--- src/rtl/cache_perf_pkg.sv ---
// Shared encodings and record types for the cache hit/miss performance counters.
package cache_perf_pkg;

    localparam logic [2:0] SEL_RH  = 3'd0;
    localparam logic [2:0] SEL_WH  = 3'd1;
    localparam logic [2:0] SEL_RM  = 3'd2;
    localparam logic [2:0] SEL_WM  = 3'd3;
    localparam logic [2:0] SEL_CYC = 3'd4;
    localparam logic [2:0] SEL_OVF = 3'd5;

    localparam int unsigned NUM_KIND = 4;

    // Field order puts rh at bit 0 so a packed view indexes with SEL_RH..SEL_WM.
    typedef struct packed {
        logic wm;
        logic rm;
        logic wh;
        logic rh;
    } ch_evt_t;

endpackage

--- src/rtl/perf_sat_counter.sv ---
// Saturating event counter with sticky overflow flag; clear wins over increment.
module perf_sat_counter #(
    parameter int unsigned CNT_W = 16
) (
    input  logic             clk,
    input  logic             rst_n,
    input  logic             inc,
    input  logic             clr,
    output logic [CNT_W-1:0] count,
    output logic             ovf
);

    logic [CNT_W-1:0] count_q, count_d;
    logic             ovf_q, ovf_d;

    always_comb begin
        count_d = count_q;
        ovf_d   = ovf_q;
        if (clr) begin
            count_d = '0;
            ovf_d   = 1'b0;
        end else if (inc) begin
            if (count_q == '1) begin
                ovf_d = 1'b1;
            end else begin
                count_d = count_q + CNT_W'(1);
            end
        end
    end

    always_ff @(posedge clk or negedge rst_n) begin
        if (!rst_n) begin
            count_q <= '0;
            ovf_q   <= 1'b0;
        end else begin
            count_q <= count_d;
            ovf_q   <= ovf_d;
        end
    end

    assign count = count_q;
    assign ovf   = ovf_q;

endmodule

--- src/rtl/cache_perf_counter.sv ---
// Per-channel cache read/write hit/miss counters with a global cycle counter,
// a snapshot shadow bank and a registered readout port.
module cache_perf_counter
    import cache_perf_pkg::*;
#(
    parameter int unsigned NUM_CH = 4,
    parameter int unsigned CNT_W  = 16,
    parameter int unsigned CH_W   = (NUM_CH > 1) ? $clog2(NUM_CH) : 1
) (
    input  logic              clk,
    input  logic              rst_n,
    input  logic              en,
    input  logic              clr,
    input  logic [NUM_CH-1:0] ch_read,
    input  logic [NUM_CH-1:0] ch_write,
    input  logic [NUM_CH-1:0] ch_stall,
    input  logic              snap,
    input  logic [CH_W-1:0]   rd_ch,
    input  logic [2:0]        rd_sel,
    output logic [CNT_W-1:0]  rd_data,
    output logic              any_ovf
);

    logic [NUM_CH-1:0]   prev_stall_q, prev_stall_d;
    logic [NUM_CH-1:0]   pend_q, pend_d;
    logic [NUM_CH-1:0]   miss_start;
    logic [NUM_CH-1:0]   hit;
    logic [NUM_KIND-1:0] inc_vec [NUM_CH];

    logic [CNT_W-1:0]    live_cnt [NUM_CH][NUM_KIND];
    logic [NUM_KIND-1:0] live_ovf [NUM_CH];
    logic [NUM_CH-1:0]   ch_ovf;
    logic [CNT_W-1:0]    cyc_cnt;
    logic                cyc_ovf;

    logic [CNT_W-1:0]    shd_cnt_q [NUM_CH][NUM_KIND];
    logic [CNT_W-1:0]    shd_cnt_d [NUM_CH][NUM_KIND];
    logic [NUM_CH-1:0]   shd_ovf_q, shd_ovf_d;
    logic [CNT_W-1:0]    shd_cyc_q, shd_cyc_d;
    logic                shd_ovf_cyc_q, shd_ovf_cyc_d;

    logic [CNT_W-1:0]    rd_data_q, rd_data_d;
    logic                any_ovf_q, any_ovf_d;
    logic                ch_ok;
    logic [CH_W-1:0]     ch_idx;

    // A miss is recognised only on the stall rising edge; the stall-release
    // cycle that retires a pending miss is not a hit.
    always_comb begin
        ch_evt_t ev;
        miss_start   = ch_stall & ~prev_stall_q;
        hit          = ~ch_stall & ~pend_q;
        prev_stall_d = ch_stall;
        for (int unsigned c = 0; c < NUM_CH; c++) begin
            ev.rh      = en & hit[c] & ch_read[c];
            ev.wh      = en & hit[c] & ch_write[c];
            ev.rm      = en & miss_start[c] & ch_read[c];
            ev.wm      = en & miss_start[c] & ch_write[c];
            inc_vec[c] = ev;
        end
        if (clr) begin
            pend_d = '0;
        end else if (en) begin
            pend_d = miss_start | (pend_q & ch_stall);
        end else begin
            pend_d = pend_q;
        end
    end

    always_ff @(posedge clk or negedge rst_n) begin
        if (!rst_n) begin
            prev_stall_q <= '0;
            pend_q       <= '0;
        end else begin
            prev_stall_q <= prev_stall_d;
            pend_q       <= pend_d;
        end
    end

    for (genvar c = 0; c < NUM_CH; c++) begin : g_ch
        for (genvar k = 0; k < NUM_KIND; k++) begin : g_kind
            perf_sat_counter #(.CNT_W(CNT_W)) u_cnt (
                .clk   (clk),
                .rst_n (rst_n),
                .inc   (inc_vec[c][k]),
                .clr   (clr),
                .count (live_cnt[c][k]),
                .ovf   (live_ovf[c][k])
            );
        end
    end

    perf_sat_counter #(.CNT_W(CNT_W)) u_cyc (
        .clk   (clk),
        .rst_n (rst_n),
        .inc   (en),
        .clr   (clr),
        .count (cyc_cnt),
        .ovf   (cyc_ovf)
    );

    // Shadow captures the registered live values, i.e. the state before this
    // edge's increment or clear.
    always_comb begin
        for (int unsigned c = 0; c < NUM_CH; c++) begin
            ch_ovf[c] = |live_ovf[c];
        end
        shd_cnt_d     = shd_cnt_q;
        shd_ovf_d     = shd_ovf_q;
        shd_cyc_d     = shd_cyc_q;
        shd_ovf_cyc_d = shd_ovf_cyc_q;
        if (snap) begin
            shd_cnt_d     = live_cnt;
            shd_ovf_d     = ch_ovf;
            shd_cyc_d     = cyc_cnt;
            shd_ovf_cyc_d = cyc_ovf;
        end
    end

    always_comb begin
        ch_ok     = (32'(rd_ch) < NUM_CH);
        ch_idx    = ch_ok ? rd_ch : '0;
        rd_data_d = '0;
        case (rd_sel)
            SEL_RH, SEL_WH, SEL_RM, SEL_WM: begin
                if (ch_ok) begin
                    rd_data_d = shd_cnt_q[ch_idx][rd_sel[1:0]];
                end
            end
            SEL_CYC: rd_data_d = shd_cyc_q;
            SEL_OVF: begin
                if (ch_ok) begin
                    rd_data_d[1:0] = {shd_ovf_cyc_q, shd_ovf_q[ch_idx]};
                end
            end
            default: rd_data_d = '0;
        endcase
        any_ovf_d = cyc_ovf | (|ch_ovf);
    end

    always_ff @(posedge clk or negedge rst_n) begin
        if (!rst_n) begin
            for (int unsigned c = 0; c < NUM_CH; c++) begin
                for (int unsigned k = 0; k < NUM_KIND; k++) begin
                    shd_cnt_q[c][k] <= '0;
                end
            end
            shd_ovf_q     <= '0;
            shd_cyc_q     <= '0;
            shd_ovf_cyc_q <= 1'b0;
            rd_data_q     <= '0;
            any_ovf_q     <= 1'b0;
        end else begin
            shd_cnt_q     <= shd_cnt_d;
            shd_ovf_q     <= shd_ovf_d;
            shd_cyc_q     <= shd_cyc_d;
            shd_ovf_cyc_q <= shd_ovf_cyc_d;
            rd_data_q     <= rd_data_d;
            any_ovf_q     <= any_ovf_d;
        end
    end

    assign rd_data = rd_data_q;
    assign any_ovf = any_ovf_q;

endmodule

--- config.mk ---
export PLATFORM = sky130hd
export DESIGN_NAME = cache_perf_counter
export DESIGN_NICKNAME = d
export VERILOG_FILES = /design/src/rtl/cache_perf_pkg.sv /design/src/rtl/perf_sat_counter.sv /design/src/rtl/cache_perf_counter.sv
export SDC_FILE = /design/constraint.sdc
export NUM_CORES = 1
export LEC_CHECK = 0
export BUFFER_PORTS_ARGS = -buffer_cell sky130_fd_sc_hd__buf_4
export CORE_ASPECT_RATIO = 0.5
export CORE_MARGIN = 2
export CORE_UTILIZATION = 45
export DETAILED_ROUTE_END_ITERATION = 12
export SLEW_MARGIN = 20
export SYNTH_ARGS = -nofsm -noshare
export SYNTH_HDL_FRONTEND = slang
export SYNTH_SLANG_ARGS = --single-unit
--- constraint.sdc ---
create_clock -name clk -period 2.8 [get_ports clk]
set_input_delay 0.28 -clock clk [delete_from_list [all_inputs] [get_ports clk]]
set_output_delay 0.28 -clock clk [all_outputs]
set_load 0.005 [all_outputs]
# ---- Yosys cells after proc, flatten, opt, wreduce, memory -nomap -nowiden
# Cells that the tools add are included.
dict set report classes {
  addsub 17
  order_cmp 3
  eq_ne 39
  n_mux 114
  bitwise 34
  reduce_logical 75
}
# operator count
set op_table {}
lappend op_table {{$mux 16} 53}
lappend op_table {{$add 16x1->16 const B} 17}
lappend op_table {{$eq 16x16->1 const B} 17}
lappend op_table {{$bmux 64 s2} 1}
lappend op_table {{$mux 64} 2}
lappend op_table {{$reduce_and 2->1} 34}
lappend op_table {{$reduce_bool 2->1} 34}
lappend op_table {{$mux 1} 52}
lappend op_table {{$ne 2x2->1 const B} 17}
lappend op_table {{$bmux 16 s2} 1}
lappend op_table {{$pmux 14 s2} 1}
lappend op_table {{$and 1x1->1} 24}
lappend op_table {{$reduce_or 4->1} 5}
lappend op_table {{$reduce_or 16->1} 1}
lappend op_table {{$and 4x4->4} 3}
lappend op_table {{$not 4->4} 3}
lappend op_table {{$mux 4} 2}
lappend op_table {{$eq 3x2->1 const B} 2}
lappend op_table {{$eq 3x3->1 const B} 2}
lappend op_table {{$ge 3x3->1 const B} 2}
lappend op_table {{$not 2->3} 2}
lappend op_table {{$pmux 2 s3} 1}
lappend op_table {{$or 4x4->4} 1}
lappend op_table {{$eq 3x1->1 const B} 1}
lappend op_table {{other kinds (4)} 4}
dict set report word_totals {
  reg_bits 591
  inputBits 22
  out_inout_bits 17
  word_cells 339
}

# ---- Logic depth before layout (Yosys ltp)
# Gate-level depths: netlist of run 1.
dict set report depth {
  depth_word 8
  mapped_depth 8
  ltp_nobuf 5
}

# ---- Modules after synthesis
# Synthesis of run 1 repeated with hierarchy kept, for this count alone.
dict set report hier_totals {
  hier_cells 2683
  area_unflattened_um2 30578.1
}
# module instances cells_per_inst area_each_um2 seq_area_each_um2
set by_module_without_submodules {}
lappend by_module_without_submodules {{perf_sat_counter at g_ch[0].g_kind[0].u_cnt ...} 16 107 1024.7 425.4}
lappend by_module_without_submodules {cache_perf_counter 1 873 13226.4 7557.2}
lappend by_module_without_submodules {{perf_sat_counter at u_cyc} 1 98 955.9 425.4}

# ---- Worst setup path before layout of run 1
# No wires, ideal clock.
dict set report synth_timing {
  path_kind {reg-to-reg}
  startpoint {reg g_ch[1].g_kind[1].u_cnt.count_q[0]}
  endpoint {reg g_ch[1].g_kind[1].u_cnt.count_q[0]}
  setup_ns 0.125
  arrival_ns 1.819
  t_required_ns 2.675
  slack_ns 0.856
  path_stages_with_launch 6
  n_path_buf 0
  period_less_slack_ns 1.944
  path_cell_list {dfrtp_1 -> ha_1 -> nand4_1 -> nor4_1 -> nor2_1 -> mux2_2}
}
dict set report synth_between {
  elab_chain_cells 4
  elab_cells_between_ends 7
  cone_classes {add/sub (1); eq/ne (2); mux (3); reduce/logical (1)}
}
# element line
set synth_lines {}
lappend synth_lines {{from (decl)} perf_sat_counter.sv:13} ;# logic [CNT_W-1:0] count_q, count_d;
lappend synth_lines {{from (signal assigned)} perf_sat_counter.sv:36} ;# count_q <= count_d;
lappend synth_lines {{$add 16x1->16} perf_sat_counter.sv:26} ;# count_d = count_q + CNT_W'(1);
lappend synth_lines {{$mux 16} perf_sat_counter.sv:23} ;# if (count_q == '1) begin
lappend synth_lines {{$mux 16} perf_sat_counter.sv:22} ;# end else if (inc) begin
lappend synth_lines {{$mux 16} perf_sat_counter.sv:19} ;# if (clr) begin
# Several ways; a longest one is shown, not always the timed one. The select of a mux whose other input is x is not followed.
# A chain may end at the register's enable or synchronous reset.

# ---- Worst setup path in the final report of run 1
dict set report layout_timing {
  startpoint {reg prev_stall_q[2]}
  endpoint {reg g_ch[2].g_kind[3].u_cnt.count_q[11]}
}
dict set report layout_between {
  elab_chain_cells 6
}
# element line
set layout_lines {}
lappend layout_lines {{from (decl)} cache_perf_counter.sv:24} ;# logic [NUM_CH-1:0] prev_stall_q, prev_stall_d;
lappend layout_lines {{from (signal assigned)} cache_perf_counter.sv:75} ;# prev_stall_q <= prev_stall_d;
lappend layout_lines {{$not 4->4} cache_perf_counter.sv:51} ;# miss_start = ch_stall & ~prev_stall_q;
lappend layout_lines {{$and 4x4->4} cache_perf_counter.sv:51}
lappend layout_lines {{$and 1x1->1 (2 in series)} cache_perf_counter.sv:58} ;# ev.wm = en & miss_start[c] & ch_write[c];
lappend layout_lines {{$reduce_bool 2->1 (no line)} -}
lappend layout_lines {{$reduce_and 2->1 (no line)} -}
lappend layout_lines {{to (signal assigned)} perf_sat_counter.sv:36}
lappend layout_lines {{to (decl)} perf_sat_counter.sv:13}
# Every way passes these cells.

==> qor.yml, run 1 <==
outcome: "finished clean"
syn-cell-area_sq_um: 29800
hold_path.class: "in -> reg"
maxCapViolations: 0
antenna_cells: 0
pre_cts_slack_ns: 0.431
syn_avg_cell_area_sq_um: 11.5
yosys_warnings: 0
cts_buffer_depth: 3
grtUsageTotal_pct: 23.1
fin_nets: 2651
worst-path-buf-inv: 0
setup_ws_ns: 0.570
rsz0062_at_grt: "no"
dp_hpwl_mm: 55.4
drive_gt1_share_pct: 25.9
grt_max_degree: 79
fin_crit_ns: 2.23
syn_nets: 2621
area_growth_syn_to_layout_pct: 11.7
final_common_cell: "dfrtp_1"
period_share_pct: 79.6
routedWlPerCell_um: 22.2
setup_viol: 0
drt_iter0_markers: 2100
portBuffers: 38
critPathRequiredTime_ns: 3.30
synth_cell_types: 87
p_leak_nw: 14.1
cpPeakStageDelay_ns: 0.52
cp_data_arrival_time_ns: 2.73
grt_antenna_before_repair: 0
seq_area_frac_synth_pct: 49.7
first_global_vias: 20256
ios: 39
drt_wl_total_mm: 78.4
core.rowCount: 66
antenna_left: 0
finalHoldViolCount: 0
gp_congestion: 0.843
h-tree-depth: 2
drt_first_pass_iters: 5
ys_seq_elements: 591
final_max_slew_viol_count: 0
cp-start-kind: "flip-flop"
fmax_mhz: 448
die_h_um: 186
cts_sinks: 591
skew_ns: 0.0221
initial_core_util_pct: 45.6
die_w_um: 368
die_area_sq_um: 68300
vias_per_cell: 6.17
crit_slowest_cell: "and4b_1"
overflow: 0
cts_buffers: 54
final_cell_mix: "dfrtp_1 (591), mux2_2 (357), a21oi_1 (179)"
synthArstFlopShare_pct: 100
grt_pass1_wl_mm: 124
power_density_nw_per_um2: 529
cp_top_family: "simple AND/OR/NAND/NOR gates"
path_clk_slew_ns: 0.07
post-route-drc-count: 0
syn_inst: 2582
fill_cells: 5757
ys.flop_type: "dfrtp_1"
cts_root_buf: "clkbuf_16"
relSlewSlack_pct: 31.3
synth_edf_count: 0
coreArea_sq_um: 65200
path_max_fanout: 11
ctsResizeCount: 0
critPathKind: "reg -> reg"
cp_cell_sequence: "and4b_1 -> o21ai_0 -> nor4_1 -> mux2_2"
tritoncts: "done"
fin_setup_tns_ns: 0
worst_pin_slew_ns: 1.02
num_vias: 21851
clk_latency_ns: 0.63
cp-end-kind: "flip-flop"
peakVddDrop_uv: 450
[routing by layer]
metal  part of all wire (%)  GRT usage [%]
met4                    1.8           5.11
met2                     45           35.3
met5                      0              0
met3                    5.6           4.49
met1                     48           34.2
[sequential cells by signal, indices dropped and copies added, names as in the netlist]
name and flops:
shd_ovf_cyc_q 1, shd_cyc_q 16, g_ch.g_kind.u_cnt.count 256, pend_q 4, g_ch.g_kind.u_cnt.ovf 16, prev_stall_q 4
shd_ovf_q 4, rd_data 16, u_cyc.count 16, u_cyc.ovf 1, shd_cnt_q 256, any_ovf 1
[synth_stat cells (37+ instances only)]
cell type / instances / area, sq um
mux4_2: 64 / 1440
nor2b_1: 67 / 419
inv_1: 38 / 143
nor2_1: 140 / 526
nand2_1: 127 / 477
or3_1: 37 / 231
clkbuf_1: 72 / 270
or4_1: 103 / 773
a21oi_1: 179 / 896
dfrtp_1: 591 / 14800
mux2_2: 357 / 4020
buf_2: 41 / 205
nand3_1: 85 / 425
nand4_1: 75 / 469
o21ai_0: 55 / 275
nor4_1: 47 / 294
o31ai_1: 101 / 758
[worst paths after layout]
kind	startpoint	to	slack, ns	cells after the start
max	prev_stall_q[2]$_DFF_PN0_	g_ch[2].g_kind[3].u_cnt.count[11]$_DFFE_PN0P_	0.57	4
min in group asynchronous	rst_n	g_ch[2].g_kind[2].u_cnt.count[4]$_DFFE_PN0P_	0.22	2
min reg2reg	g_ch[1].g_kind[0].u_cnt.ovf$_DFFE_PN0P_	g_ch[1].g_kind[0].u_cnt.ovf$_DFFE_PN0P_	0.50	2
max reg2reg	prev_stall_q[2]$_DFF_PN0_	g_ch[2].g_kind[3].u_cnt.count[11]$_DFFE_PN0P_	0.57	4
max in group asynchronous	rst_n	g_ch[1].g_kind[0].u_cnt.count[15]$_DFFE_PN0P_	1.66	3
min	rd_sel[2]	rd_data[1]$_DFF_PN0_	0.05	4
[report_power, final]
group          internal (W)  switching [W]  leakage [nW]
Combinational      0.000335       0.000600          4.99
Clock               0.00448        0.00347         0.910
Sequential          0.00861      0.0000956          8.21
Total                0.0134        0.00416          14.1
[what timing repair did]
item	in CTS	in global routing
hold buffers	7	0
buffers inserted	0	0
endpoints found under the hold margin	60	0
[metrics by stage]
step / area [sq um] / total power [W] / utilization, % / std cells / hold WS [ns]
3_5_place_dp: 31300 / 0.00981 / 47.9 / 3433 / 0.301
5_1_grt: 33200 / 0.0182 / 51.0 / 3539 / 0.0294
3_3_place_gp: 31300 / 0.00980 / 47.9 / 3433 / 0.299
4_1_cts: 33200 / 0.0178 / 51.0 / 3539 / 0.0117
6_report: 33200 / 0.0176 / 51.0 / 3539 / 0.0498
2_1_floorplan: 29800 / 0.00935 / - / 2582 / -0.0156
[kinds of logic after synthesis]
logic type / synth area share [%]
AOI/OAI and AO/OA: 11.3
adders and majority gates: 0.715
muxes: 18.8
buffers and inverters: 2.64
DFF: 49.7
and+or+nand+nor: 16.8
[layout make-up]
type / count / area, sq um / area share [%]
clock buffer: 77 / 1650 / 4.97
clock inverter: 22 / 244 / 0.734
inverter: 41 / 154 / 0.463
multi-input combinational: 1811 / 14200 / 42.7
sequential: 591 / 14800 / 44.5
tap: 884 / 1110 / 3.33
timing repair buffer: 113 / 1090 / 3.27
[tightest hold or removal path, cell delays in order]
cell     delay (ns)
buf_4          0.12
a21oi_1        0.07
o21ai_0        0.07
o22ai_1        0.08
Power figures use the tool's default switching activity.
==> run 2: changes to the inputs <==
clock period = 1.9 ns   (was 2.8 ns; I/O delays follow)
==> run 2 against run 1 <==
Effect of this change: first-iteration DRC count decreased by 2.6%; final cell count rose by 8.0%; clock skew is 0.0054 ns lower; clock power is 53% higher; wire length up 7.3%; combinational power increased by 76%; die area did not move; critical path type unchanged.
==> qor.yml, run 2 (synthesis results as in run 1) <==
design_area_sq_um: 36100  # was 33200 sq um
die_h_um: 186  # unchanged
setup_viol: 0  # unchanged
routedWlPerCell_um: 22.0  # was 22.2 um
cts_buffer_depth: 3  # unchanged
die_area_sq_um: 68300  # unchanged
antenna_cells: 0  # unchanged
area_growth_syn_to_layout_pct: 21.2  # was 11.7%
fill_cells: 5541  # was 5757
path_max_fanout: 7  # was 11
rr_worst_depth: 6  # was 4
rsz0062_at_grt: "yes"  # was no
maxCapViolations: 0  # unchanged
grt_pass1_wl_mm: 132  # was 124 mm
grt_antenna_before_repair: 1  # was 0
drt_iter0_markers: 2045  # was 2100
p_total_w: 0.0267  # was 0.0176 W
coreArea_sq_um: 65200  # unchanged
multi_input_area_sq_um: 14700  # was 14200 sq um
drt_wl_total_mm: 84.2  # was 78.4 mm
cts_sinks: 591  # unchanged
cts_buffers: 55  # was 54
drive_gt1_share_pct: 35.1  # was 25.9%
critPathKind: "reg -> reg"  # unchanged
dpl_cell_area_sq_um: 33400  # was 31300 sq um
clk_latency_ns: 0.61  # was 0.63 ns
core.rowCount: 66  # unchanged
fin_cells: 3821  # was 3539
r2r_start: "prev_stall_q[3]$_DFF_PN0_"  # was prev_stall_q[2]$_DFF_PN0_
final_cell_mix: "dfrtp_1 (587), mux2_2 (356), buf_4 (343)"  # was dfrtp_1 (591), mux2_2 (357), a21oi_1 (179)
critPathRequiredTime_ns: 2.36  # was 3.30 ns
fmax_mhz: 536  # was 448 MHz
finalHoldViolCount: 0  # unchanged
peakVddDrop_uv: 637  # was 450 uV
post-route-drc-count: 0  # unchanged
r2r-end: "g_ch[3].g_kind[3].u_cnt.count[14]$_DFFE_PN0P_"  # was g_ch[2].g_kind[3].u_cnt.count[11]$_DFFE_PN0P_
fin_crit_ns: 1.86  # was 2.23 ns
p_leak_nw: 15.7  # was 14.1 nW
fin_nets: 2931  # was 2651
cp_data_arrival_time_ns: 2.33  # was 2.73 ns
dp_hpwl_mm: 60.4  # was 55.4 mm
cts_root_buf: "clkbuf_16"  # unchanged
gp_congestion: 0.873  # was 0.843
grtUsageTotal_pct: 24.6  # was 23.1%
dp_cells: 3690  # was 3433
r2r_slack_ns: 0.04  # was 0.57 ns
first_global_vias: 22250  # was 20256
critPathLaunch: "prev_stall_q[3]$_DFF_PN0_"  # was prev_stall_q[2]$_DFF_PN0_
h-tree-depth: 2  # unchanged
path_clk_slew_ns: 0.07  # about the same
grt_max_degree: 103  # was 79
fin_setup_tns_ns: 0  # unchanged
initial_core_util_pct: 45.6  # unchanged
drt_first_pass_iters: 5  # unchanged
relSlewSlack_pct: 38.2  # was 31.3%
ios: 39  # unchanged
num_vias: 23123  # was 21851
antenna_left: 0  # unchanged
cpPeakStageDelay_ns: 0.46  # was 0.52 ns
final_common_cell: "dfrtp_1"  # unchanged
portBuffers: 38  # unchanged
skew_ns: 0.0167  # was 0.0221 ns
vias_per_cell: 6.05  # was 6.17
seq_area_sq_um: 14800  # about the same
holdWs_ns: 0.0864  # was 0.0498 ns
crit_slowest_cell: "o41ai_1"  # was and4b_1
outcome: "finished clean"  # unchanged
power_density_nw_per_um2: 740  # was 529 nW/um^2
cp-end-kind: "flip-flop"  # unchanged
overflow: 0  # unchanged
cp-start-kind: "flip-flop"  # unchanged
cp_cell_sequence: "and4b_1 -> buf_12 -> nand3_2 -> buf_6 -> o41ai_1 -> a21oi_1"  # was and4b_1 -> o21ai_0 -> nor4_1 -> mux2_2
worst_pin_slew_ns: 0.923  # was 1.02 ns
endpoint: "g_ch[3].g_kind[3].u_cnt.count[14]$_DFFE_PN0P_"  # was g_ch[2].g_kind[3].u_cnt.count[11]$_DFFE_PN0P_
period_share_pct: 98.1  # was 79.6%
die_w_um: 368  # unchanged
final_max_slew_viol_count: 0  # unchanged
tritoncts: "done"  # unchanged
hold_path.class: "in -> reg"  # unchanged
==> run 2: changes by cell type in the layout (fill, tap and decap cells not counted), sizes merged <==
| cell | before | now |
|---|---|---|
| clkbuf | 77 | 75 |
| clkinvlp | 9 | 8 |
| dlygate4sd3 | 7 | 10 |
| clkinv | 9 | 10 |
| bufinv | 4 | 9 |
| buf | 106 | 382 |
==> run 2: critical path, delay by kind of cell, from the launching register on <==
kind                   cells  cell delay, ns
AOI/OAI and AO/OA          2            0.59
and+or+nand+nor            2            0.42
DFF                        1            0.40
buffers and inverters      2            0.30
==> run 2: report_power, final <==
| part | internal (W) | switching (W) |
|---|---|---|
| combinational | 0.000655 | 0.000991 |
| sequential | 0.0127 | 0.000109 |
| clock | 0.00707 | 0.00516 |
| total | 0.0204 | 0.00626 |
==> run 2: how the worst min path moves through the flow <==
stage | startpoint | end | slack (ns) | cells past startpoint
after global placement | rst_n | prev_stall_q[2]$_DFF_PN0_ | 0.13 | 1
after global routing | snap | shd_cyc_q[10]$_DFFE_PN0P_ | 0.07 | 2
after floorplan | rst_n | any_ovf$_DFF_PN0_ | -0.11 | 0
after CTS | snap | shd_cnt_q[30]$_DFFE_PN0P_ | 0.06 | 2
after detailed placement | rst_n | prev_stall_q[2]$_DFF_PN0_ | 0.14 | 1
final | snap | shd_cnt_q[30]$_DFFE_PN0P_ | 0.09 | 2
==> run 2: layout make-up <==
| type | instances | area share [%] |
|---|---|---|
| Multi-Input combinational cell | 1811 | 40.7 |
| Inverter | 41 | 0.427 |
| Clock buffer | 75 | 4.39 |
| Clock inverter | 27 | 1.07 |
| Timing Repair Buffer | 392 | 9.37 |
| Sequential cell | 591 | 41.0 |
| Tap cell | 884 | 3.07 |
==> run 2: metrics by stage <==
| stage | setup slack, ns | util (%) |
|---|---|---|
| after CTS | 0.00130 | 54.5 |
| final | 0.0359 | 55.3 |
| after global placement | -0.328 | 51.2 |
| after global routing | -0.0473 | 55.3 |
| after floorplan | 0.00370 | - |
| after detailed placement | -0.341 | 51.2 |
==> run 2: timing repair <==
action | in CTS | in global routing
resized for setup | 8 | 92
endpoints found under the hold margin | 492 | 0
endpoints found under the setup margin | 25 | 107
hold buffers | 10 | 0
setup buffers | 4 | 15
pin swaps | 1 | 20
==> run 2: layer usage <==
layer	vias to the layer above	wire [um]	GRT usage, %
met2	525	38300	38.5
met1	11862	39100	35.5
li1	10609	-	-
met5	-	0	0
met4	0	2070	6.11
met3	127	4660	4.41
==> run 3: changes to the inputs <==
ABC_AREA = 1   (was unset)
PLACE_DENSITY = 0.64   (was unset)
==> run 3 against run 2 <==
Effect of this change: first-iteration DRC count rose by 23%; area after synthesis is 8.6% higher; non-clock buffer count fell by 162; sequential power about the same; synthesized cell count is 71% higher; critical path type unchanged.
==> qor.yml, run 3 <==
h-tree-depth: 2  # unchanged
overflow: 0  # unchanged
syn_avg_cell_area_sq_um: 7.30  # was 11.5 sq um
grt_pass1_wl_mm: 149  # was 132 mm
r2r-end: "g_ch[3].g_kind[2].u_cnt.count[7]$_DFFE_PN0P_"  # was g_ch[3].g_kind[3].u_cnt.count[14]$_DFFE_PN0P_
fill_cells: 6776  # was 5541
synthArstFlopShare_pct: 100  # unchanged
crit_slowest_cell: "dfrtp_1"  # was o41ai_1
gp_congestion: 0.943  # was 0.873
synth_edf_count: 0  # unchanged
num_vias: 29323  # was 23123
whs_endpoint: "u_cyc.count[0]$_DFFE_PN0P_"  # was shd_cnt_q[30]$_DFFE_PN0P_
routedWlPerCell_um: 16.5  # was 22.0 um
hold_path.class: "in -> reg"  # unchanged
vias_per_cell: 5.30  # was 6.05
holdPathStages: 4  # was 2
portBuffers: 38  # unchanged
cts_sinks: 591  # unchanged
drt_wl_total_mm: 91.6  # was 84.2 mm
r2r_slack_ns: 0.11  # was 0.04 ns
setup_viol: 0  # unchanged
dp_cells: 5404  # was 3690
die_area_sq_um: 74100  # was 68300 sq um
ys_top_cells_by_count: "nand2_1 (1485), dfrtp_1 (591), inv_1 (477)"  # was dfrtp_1 (591), mux2_2 (357), a21oi_1 (179)
path_clk_slew_ns: 0.07  # about the same
syn_nets: 4463  # was 2621
path_max_fanout: 12  # was 7
worst_pin_slew_ns: 0.550  # was 0.923 ns
synth_cell_types: 39  # was 87
fmax_mhz: 560  # was 536 MHz
tritoncts: "done"  # unchanged
die_h_um: 193  # was 186 um
synthTopCellsByArea: "dfrtp_1 (46%), nand2_1 (17%), nand3_1 (6.5%)"  # was dfrtp_1 (50%), mux2_2 (14%), mux4_2 (4.8%)
power_density_nw_per_um2: 735  # was 740 nW/um^2
post-route-drc-count: 0  # unchanged
cts_root_buf: "clkbuf_16"  # unchanged
dp_hpwl_mm: 65.6  # was 60.4 mm
critPathRequiredTime_ns: 2.47  # was 2.36 ns
synth.largest_area_cell: "dfrtp_1"  # unchanged
final_common_cell: "nand2_1"  # was dfrtp_1
cp_cell_sequence: "ha_2 -> nand2_1 -> nor2_1 -> nand2_1 -> nor2_4 -> nor2_4 -> buf_12 -> nor2_2 -> nand2_1 -> nand2_1"  # was and4b_1 -> buf_12 -> nand3_2 -> buf_6 -> o41ai_1 -> a21oi_1
syn_inst: 4424  # was 2582
synth_top_cell_area_share_pct: 45.8  # was 49.7%
cp_common_cell: "nand2_1"
first_global_vias: 27764  # was 22250
cp_data_arrival_time_ns: 2.35  # was 2.33 ns
min-delay-start: "clr"  # was snap
final_max_slew_viol_count: 0  # unchanged
syn-cell-area_sq_um: 32300  # was 29800 sq um
final_cell_mix: "nand2_1 (1482), dfrtp_1 (590), inv_1 (475)"  # was dfrtp_1 (587), mux2_2 (356), buf_4 (343)
antenna_left: 0  # unchanged
rr_worst_depth: 10  # was 6
peakVddDrop_uv: 619  # was 637 uV
outcome: "finished clean"  # unchanged
die_w_um: 383  # was 368 um
cp-start-kind: "flip-flop"  # unchanged
skew_ns: 0.0162  # was 0.0167 ns
ys.flop_type: "dfrtp_1"  # unchanged
maxCapViolations: 0  # unchanged
core.rowCount: 69  # was 66
ios: 39  # unchanged
drt_first_pass_iters: 5  # unchanged
relSlewSlack_pct: 63.3  # was 38.2%
grt_max_degree: 97  # was 103
yosys_warnings: 0  # unchanged
ys_seq_elements: 591  # unchanged
drt_iter0_markers: 2510  # was 2045
r2r_start: "g_ch[3].g_kind[2].u_cnt.count[1]$_DFFE_PN0P_"  # was prev_stall_q[3]$_DFF_PN0_
synthMostInstantiatedCell: "nand2_1"  # was dfrtp_1
cts_buffer_depth: 3  # unchanged
area_growth_syn_to_layout_pct: 14.2  # was 21.2%
critPathKind: "reg -> reg"  # unchanged
clk_latency_ns: 0.64  # was 0.61 ns
worst-path-buf-inv: 1  # was 2
period_share_pct: 94.0  # was 98.1%
rsz0062_at_grt: "yes"  # unchanged
grt_antenna_before_repair: 3  # was 1
drive_gt1_share_pct: 9.99  # was 35.1%
fin_nets: 4574  # was 2931
final_core_util_pct: 51.9  # was 55.3%
fin_cells: 5537  # was 3821
initial_core_util_pct: 45.5  # was 45.6%
cp-end-kind: "flip-flop"  # unchanged
grtUsageTotal_pct: 24.8  # was 24.6%
fin_crit_ns: 1.79  # was 1.86 ns
seq_area_frac_synth_pct: 45.8  # was 49.7%
p_leak_nw: 16.8  # was 15.7 nW
coreArea_sq_um: 71100  # was 65200 sq um
cp_top_family: "simple AND/OR/NAND/NOR gates"  # was compound AO/OA/AOI/OAI gates
cts_buffers: 56  # was 55
cpPeakStageDelay_ns: 0.36  # was 0.46 ns
finalHoldViolCount: 0  # unchanged
run 3: cell count changes in the layout (fill, tap and decap cells not counted), sizes merged, moves of 167 or more:
cell / previous run / this run
mux2: 357 / 8
nor2: 140 / 413
inv: 41 / 482
nand3: 87 / 422
o21ai: 58 / 457
nand2: 128 / 1500
buf: 382 / 215
run 3: worst min-delay path, stage by stage:
cell and delay [ns]:
buf_4 0.14, inv_8 0.13, nand2_1 0.09, o21ai_0 0.07
run 3: kinds of logic after synthesis:
family / share of synthesized area (%)
AOI/OAI and AO/OA: 8.78
xor gates and xnor gates: 1.79
adders and majority gates: 0.658
buffers and inverters: 8.49
DFF: 45.8
muxes: 0.279
and+or+nand+nor: 34.2
run 3: area by class of cell:
| class | count | area, sq um | share of cell area (%) |
|---|---|---|---|
| Sequential cell | 591 | 14800 | 40.1 |
| Inverter | 482 | 1820 | 4.94 |
| Tap cell | 958 | 1200 | 3.25 |
| Clock inverter | 22 | 267 | 0.722 |
| Timing Repair Buffer | 230 | 2240 | 6.08 |
| Antenna cell | 3 | 7.51 | 0.0203 |
| Clock buffer | 77 | 1620 | 4.40 |
| Multi-Input combinational cell | 3174 | 14900 | 40.5 |
run 3: where the power goes:
part / switching [W] / leakage (nW) / total (W) / internal (W)
Clock: 0.00514 / 0.942 / 0.0119 / 0.00675
Sequential: 0.000117 / 8.19 / 0.0129 / 0.0128
Combinational: 0.00164 / 7.63 / 0.00234 / 0.000696
run 3: worst max-delay path by stage:
stage,from,to,slack [ns],cells past startpoint
floorplan,g_ch[0].g_kind[2].u_cnt.count[0]$_DFFE_PN0P_,g_ch[0].g_kind[2].u_cnt.count[13]$_DFFE_PN0P_,0.29,9
global placement,g_ch[2].g_kind[1].u_cnt.count[1]$_DFFE_PN0P_,g_ch[2].g_kind[1].u_cnt.count[0]$_DFFE_PN0P_,0.05,7
detailed placement,g_ch[2].g_kind[3].u_cnt.count[1]$_DFFE_PN0P_,g_ch[2].g_kind[3].u_cnt.count[0]$_DFFE_PN0P_,-0.05,7
CTS,g_ch[3].g_kind[1].u_cnt.count[0]$_DFFE_PN0P_,g_ch[3].g_kind[1].u_cnt.count[13]$_DFFE_PN0P_,0.03,7
global route,g_ch[2].g_kind[2].u_cnt.count[1]$_DFFE_PN0P_,g_ch[2].g_kind[2].u_cnt.count[15]$_DFFE_PN0P_,-0.004,9
finish,g_ch[3].g_kind[2].u_cnt.count[1]$_DFFE_PN0P_,g_ch[3].g_kind[2].u_cnt.count[7]$_DFFE_PN0P_,0.11,10
run 3: metal layers:
layer  wire, um  vias to the layer above  global-route usage, %  part of all wire (%)
met5          0                        -                      0                     0
li1           -                    14387                      -                     -
met1      41800                    13990                   35.1                    46
met3       5730                      162                   4.67                   6.3
met4       2590                        0                   7.67                   2.8
met2      41500                      784                   38.7                    45
run 3: what timing repair did:
action,CTS,global route
cloned,0,6
hold buffers,15,0
gates resized for setup,5,28
buffers inserted,0,10
endpoints found under the hold margin,415,0
endpoints found under the setup margin,21,153
pin swaps,0,10
run 3: through the flow:
stage / total power, W / setup slack [ns] / setup TNS (ns) / hold WS [ns] / instance area [sq um]
floorplan: 0.0143 / 0.289 / 0 / -0.106 / 32300
global route: 0.0281 / -0.00384 / -0.00384 / 0.0443 / 36900
global placement: 0.0153 / 0.0538 / 0 / 0.0854 / 34600
finish: 0.0271 / 0.114 / 0 / 0.0416 / 36900
detailed placement: 0.0154 / -0.0465 / -0.474 / 0.0892 / 34600
CTS: 0.0273 / 0.0265 / 0 / 0.0128 / 36600
